**config.mk**
```make
export PLATFORM = sky130hd
export DESIGN_NAME = led_sched
export DESIGN_NICKNAME = d
export VERILOG_FILES = /design/src/rtl/led_sched_pkg.sv /design/src/rtl/led_sched_rr_pick.sv /design/src/rtl/led_sched.sv
export SDC_FILE = /design/constraint.sdc
export NUM_CORES = 1
export LEC_CHECK = 0
export ABC_AREA = 0
export BUFFER_PORTS_ARGS = -buffer_cell sky130_fd_sc_hd__buf_2
export CAP_MARGIN = 20
export CORE_ASPECT_RATIO = 1.1
export CORE_UTILIZATION = 45
export DETAILED_ROUTE_END_ITERATION = 12
export GPL_ROUTABILITY_DRIVEN = 1
export GPL_TIMING_DRIVEN = 1
export PLACE_DENSITY = 0.63
export SYNTH_ARGS = -nofsm -noshare
export SYNTH_HDL_FRONTEND = slang
export SYNTH_SLANG_ARGS = --single-unit
```
**constraint.sdc**
```tcl
create_clock -name clk -period 4.2 [get_ports clk]
set_input_delay 0.42 -clock clk [delete_from_list [all_inputs] [get_ports clk]]
set_output_delay 0.42 -clock clk [all_outputs]
set_load 0.01 [all_outputs]
```
**src/rtl/led_sched_pkg.sv**
```systemverilog
// Shared types and constants for the LED bank round-robin scheduler.
package led_sched_pkg;

    typedef enum logic [1:0] {
        IDLE = 2'd0,
        SHOW = 2'd1,
        GAP  = 2'd2
    } state_e;

    localparam int LED_W_DEF = 4;
    localparam int PWM_W     = 4;

endpackage

```
**src/rtl/led_sched_rr_pick.sv**
```systemverilog
// Combinational round-robin pick: first valid requester after last_owner, ascending with wrap.
module led_sched_rr_pick #(
    parameter int REQ_N = 4,
    parameter int IDX_W = $clog2(REQ_N)
) (
    input  logic [REQ_N-1:0] req_valid,
    input  logic [IDX_W-1:0] last_owner,
    output logic             any,
    output logic [IDX_W-1:0] grant_idx
);

    logic [IDX_W-1:0] idx;

    // Walk from the farthest candidate down so the nearest valid one wins.
    always_comb begin
        any       = 1'b0;
        grant_idx = '0;
        idx       = '0;
        for (int k = REQ_N; k >= 1; k--) begin
            idx = IDX_W'((int'(last_owner) + k) % REQ_N);
            if (req_valid[idx]) begin
                any       = 1'b1;
                grant_idx = idx;
            end
        end
    end

endmodule

```
**src/rtl/led_sched.sv**
```systemverilog
// Round-robin LED bank scheduler: show each granted pattern for a hold time, then blank for a gap.
// Optional LED_SCHED_PWM_EN adds a duty input that dims led in IDLE and SHOW.
module led_sched
    import led_sched_pkg::*;
#(
    parameter int REQ_N       = 4,
    parameter int LED_W       = LED_W_DEF,
    parameter int HOLD_CYCLES = 12_500_000,
    parameter int GAP_CYCLES  = 2_500_000
) (
    input  logic                     clk,
    input  logic                     reset,
    input  logic [REQ_N-1:0]         req_valid,
    input  logic [REQ_N*LED_W-1:0]   req_pattern,
    input  logic [LED_W-1:0]         idle_pattern,
`ifdef LED_SCHED_PWM_EN
    input  logic [PWM_W-1:0]         duty,
`endif
    output logic [REQ_N-1:0]         req_ack,
    output logic                     busy,
    output logic [$clog2(REQ_N)-1:0] owner,
    output logic [LED_W-1:0]         led
);

    localparam int IDX_W   = $clog2(REQ_N);
    localparam int CNT_MAX = (HOLD_CYCLES > GAP_CYCLES) ? HOLD_CYCLES : GAP_CYCLES;
    localparam int CNT_W   = $clog2(CNT_MAX + 1);
    localparam logic [CNT_W-1:0] HOLD_LD = CNT_W'(HOLD_CYCLES - 1);
    localparam logic [CNT_W-1:0] GAP_LD  = CNT_W'((GAP_CYCLES > 0) ? GAP_CYCLES - 1 : 0);

    state_e           state_q;
    logic [CNT_W-1:0] cnt_q;
    logic [LED_W-1:0] led_q;
    logic [LED_W-1:0] pat_q;
    logic [REQ_N-1:0] ack_q;
    logic             busy_q;
    logic [IDX_W-1:0] owner_q;

    logic             any;
    logic [IDX_W-1:0] grant_idx;
    logic [LED_W-1:0] grant_pat;
    logic [LED_W-1:0] on_mask;
    logic [LED_W-1:0] pat_arr [REQ_N];

    for (genvar i = 0; i < REQ_N; i++) begin : g_pat
        assign pat_arr[i] = req_pattern[i*LED_W +: LED_W];
    end
    assign grant_pat = pat_arr[grant_idx];

    led_sched_rr_pick #(.REQ_N(REQ_N), .IDX_W(IDX_W)) u_pick (
        .req_valid  (req_valid),
        .last_owner (owner_q),
        .any        (any),
        .grant_idx  (grant_idx)
    );

`ifdef LED_SCHED_PWM_EN
    logic [PWM_W-1:0] pwm_cnt_q;

    always_ff @(posedge clk or negedge reset) begin
        if (!reset) pwm_cnt_q <= '0;
        else        pwm_cnt_q <= pwm_cnt_q + PWM_W'(1);
    end

    assign on_mask = {LED_W{pwm_cnt_q < duty}};
`else
    assign on_mask = '1;
`endif

    always_ff @(posedge clk or negedge reset) begin
        if (!reset) begin
            state_q <= IDLE;
            cnt_q   <= '0;
            led_q   <= '0;
            pat_q   <= '0;
            ack_q   <= '0;
            busy_q  <= 1'b0;
            owner_q <= IDX_W'(REQ_N - 1);
        end else begin
            ack_q <= '0;
            case (state_q)
                IDLE: begin
                    if (any) begin
                        state_q <= SHOW;
                        cnt_q   <= HOLD_LD;
                        pat_q   <= grant_pat;
                        led_q   <= grant_pat & on_mask;
                        ack_q   <= {{(REQ_N-1){1'b0}}, 1'b1} << grant_idx;
                        busy_q  <= 1'b1;
                        owner_q <= grant_idx;
                    end else begin
                        led_q <= idle_pattern & on_mask;
                    end
                end
                SHOW: begin
                    if (cnt_q == '0) begin
                        if (GAP_CYCLES > 0) begin
                            state_q <= GAP;
                            cnt_q   <= GAP_LD;
                            led_q   <= '0;
                        end else begin
                            // Entering IDLE shows idle_pattern immediately, no blank cycle.
                            state_q <= IDLE;
                            busy_q  <= 1'b0;
                            led_q   <= idle_pattern & on_mask;
                        end
                    end else begin
                        cnt_q <= cnt_q - CNT_W'(1);
                        led_q <= pat_q & on_mask;
                    end
                end
                GAP: begin
                    if (cnt_q == '0) begin
                        state_q <= IDLE;
                        busy_q  <= 1'b0;
                        led_q   <= idle_pattern & on_mask;
                    end else begin
                        cnt_q <= cnt_q - CNT_W'(1);
                        led_q <= '0;
                    end
                end
                default: begin
                    state_q <= IDLE;
                    led_q   <= '0;
                    busy_q  <= 1'b0;
                end
            endcase
        end
    end

    assign req_ack = ack_q;
    assign busy    = busy_q;
    assign owner   = owner_q;
    assign led     = led_q;

endmodule

```
==> results.txt <==
- The flow ran to the end, and the final reports show no timing, DRC or antenna violations.
- List of cells traversed by the critical path: nor4_1 > nand4_2 > o41ai_4 > nor2_1 > nand3b_1 > o311ai_0
- Sequential cells were found to cover around 41% of the synthesized design area.
- In this run the mean area of a mapped cell was between 9 and 10 µm².
- GRT overflow: 0
- Clk_lat worst skew: approximately 0.3 ns
- Summing over every cut layer, the via total after detailed routing is about 2200.
* Number of buffers added by the clock tree synthesis step: 5
* Number of antenna violations at the first check in global routing: 0
* Maximum frequency from static timing analysis: between 300 and 400 MHz
* Aggregate routed wire length: around 5.8 mm
* Detail-routed net length per standard cell: roughly 15 µm
* Standard cell with the maximum stage delay on the critical path: sky130_fd_sc_hd__o41ai_4
- 37 I/O pins were placed.
* Number of buffers and inverters on the critical path: 0
- For this run, the share of the core covered by cells in the final layout is between 50% and 60%.
* Die area: roughly 5900 µm²
* Effective utilization at floorplan: 46.8%
* Rows: 28
- During synthesis, Yosys emitted a total of 0 warnings.
- Crit-path leading delay family: simple AND/OR/NAND/NOR gates
* Quantity of hold-fixing buffers added after cts: 0
- Setup violations remaining at the end of the flow were counted as 0.
* # Max-Cap Violations: 0
- Power per cell area: approximately 630 nW/µm²
- Clock tree synthesis found a total of 41 sinks.
- The post-route netlist has about 22% of its cells at a drive strength greater than 1.
- The worst setup path is launched from a register.
- Die Y-Extent: between 80 and 90 µm
* Worst Hold Class: input port to asynchronous set/reset pin
* IO Port Bufs: 36
- Setup slack closes at roughly 1.4 ns.
- After clock tree synthesis, the clock-pin slew on the worst setup and hold paths is approximately 0.08 ns.
- The critical path is of the register to register type.
- Main flop type after synthesis: sky130_fd_sc_hd__dfrtp_1
* Cells after Synth: between 200 and 300
* Post-route ant nets: 0
- The hold violation count in the final report was 0.
* Drt pass-1 iters: 4
* Core area: roughly 5400 µm²
- Number of storage elements in the synthesis netlist: 41
* Maximum VDD drop: between 0.3 and 0.4 mV
- Average vias per placed instance: between 5 and 6
- Chip width: around 73 µm
* Total setup buffers inserted after CTS: 0
- Worst Hold Margin: 0.248 ns
* Top cells by area, synth: sky130_fd_sc_hd__dfrtp_1, sky130_fd_sc_hd__a21oi_1, sky130_fd_sc_hd__nor2_1
- After synthesis, the share of flip-flops with an asynchronous set or reset is between 90% and 100%.
- After routing, the total negative slack on setup checks comes to 0 ns.
* Reg2Reg Setup Slack: 1.41 ns
- Count of different cell masters after synthesis: 53
- Along the worst path, the maximum fanout reaches 14.
- Summed over its instances, the top area cell type makes up between 30 and 40% of the synthesized netlist area.
- Routability-driven placement congestion ratio: just under 0.9
- For the worst setup path, the data arrival time is roughly 3.0 ns.
- For the worst setup path, the data required time is ~4.4 ns.
- Diodes inserted: 0
- Worst slew pin tran: approximately 1.0 ns
- Setup repair after global routing left no endpoint under its margin.
- The clock period could shrink to between 2 and 3 ns.
- Largest net degree at the start of global routing: 42
- After layout, the worst path uses between 60% and 70% of the clock period.
* Remaining routing DRC violations: 0
- The analysis attributes to cell leakage a power of approximately 0.0013 µW.
* Number of global-route vias before repair: 2139
* First-pass GRT wire length: approximately 10 mm
- Once the clock tree was built, the resizer swapped 0 gates to a different size.
- Clk buf depth: 2
* Clock skew: 0.00330 ns
* Setup slack at placement: roughly 1.4 ns
- Half-perimeter wire length of the detailed placement result: 4.20 mm
- The max-slew violation total from the final report came to 0.
- Global routing consumed, over all layers together, 22.2% of the routing resources.
* Worst relative slew slack: 30.2%
- Nets in the synthesized netlist: 304
* CTS tree: built
* Post-synthesis cell area: 2530 µm²
* Number of synthesized flops with an enable pin: 0
- Syn-to-layout area delta: 13.4%
- The clock tree synthesis step divided the H-tree into 2 levels.
- STA classifies the critical path endpoint as a register.
* Detailed router's first-iteration violation count: ~150
- Largest incremental delay on the critical path: 0.78 ns
* Number of nets at the end of the flow: around 340
* Master cell of the clock root buffer: sky130_fd_sc_hd__clkbuf_8
* Cell type with the largest total area after synthesis: sky130_fd_sc_hd__dfrtp_1
==> registers in the layout, summed over array words and instances (netlist names) <==
name	cells
req_ack	4
led	4
cnt_q	24
busy	1
pat_q	4
owner	2
state_q	2
==> logic make-up after synthesis <==
group                    count (synthesis)  synth area share [%]
AO/OA/AOI/OAI                           92                  25.5
adder cells (fa/ha/maj)                  6                  2.97
buffers and inverters                   17                  3.17
flip-flops                              41                  40.7
multiplexers                            14                  5.99
AND/OR/NAND/NOR                        102                  21.6
==> where the power goes <==
part,internal [µW],switching [µW]
sequential,552,123
clock,177,142
combinational,356,470
==> per-layer routing <==
metal	up-vias	share of wire (%)	global-route usage, %
met5	-	0	0
met4	0	1.7	7.69
met3	8	5.0	4.52
met2	69	49	37.8
met1	1038	44	27.4
li1	1075	-	-
==> layout make-up <==
| class | instances | area, µm² |
|---|---|---|
| fill | 502 | 2530 |
| multi-input combinational | 214 | 1420 |
| sequential | 41 | 1030 |
| timing repair buffer | 37 | 188 |
| tap | 75 | 93.8 |
| clock buffer | 6 | 72.6 |
| clock inverter | 2 | 35.0 |
| inverter | 8 | 30.0 |
==> layout by cell type, fill, tap and decap left out, drive strengths merged, types with 3 or more instances in the layout <==
cell / instances
a21o: 3
a21oi: 24
a22o: 5
a22oi: 8
a31oi: 6
and2: 3
buf: 37
clkbuf: 6
dfrtp: 39
ha: 6
inv: 8
mux2: 9
mux2i: 5
nand2: 24
nand2b: 6
nand3: 4
nand3b: 3
nor2: 29
nor2b: 4
nor3: 5
nor4: 6
o21a: 4
o21ai: 19
o22a: 7
o31ai: 4
o41ai: 3
or2: 4
or3: 6
==> synth_stat cells, drive strengths merged (3+ instances only) <==
master  instances
dfrtp          39
nor2           29
a21oi          24
nand2          24
o21ai          19
mux2            9
a22oi           8
inv             8
o22a            7
a31oi           6
clkbuf          6
ha              6
nand2b          6
nor4            6
or3             6
a22o            5
mux2i           5
nor3            5
nand3           4
nor2b           4
o21a            4
o31ai           4
or2             4
a21o            3
and2            3
buf             3
nand3b          3
o41ai           3
==> final timing paths <==
kind | startpoint | to | cells past startpoint
hold / removal | reset | cnt_q[23] | 1
min in group clk | idle_pattern[3] | led[3] | 3
hold reg to reg | pat_q[0] | pat_q[0] | 2
setup / recovery | cnt_q[9] | cnt_q[22] | 6
max in group asynchronous | reset | req_ack[2] | 1
setup reg to reg | cnt_q[9] | cnt_q[22] | 6
==> worst reg2reg max path: cells and delay by family, from the launching register on <==
kind / cells / cell delay, ns
AO/OA/AOI/OAI: 2 / 0.90
AND/OR/NAND/NOR: 4 / 1.31
flip-flops: 1 / 0.43
==> through the flow <==
stage,std cells,power [µW],cell area [µm²]
finish,383,1820,2870
floorplan,272,1290,2530
global placement,375,1490,2760
detailed placement,375,1500,2760
global route,383,1970,2870
CTS,383,1820,2870
(Power assumes the default switching activity.)
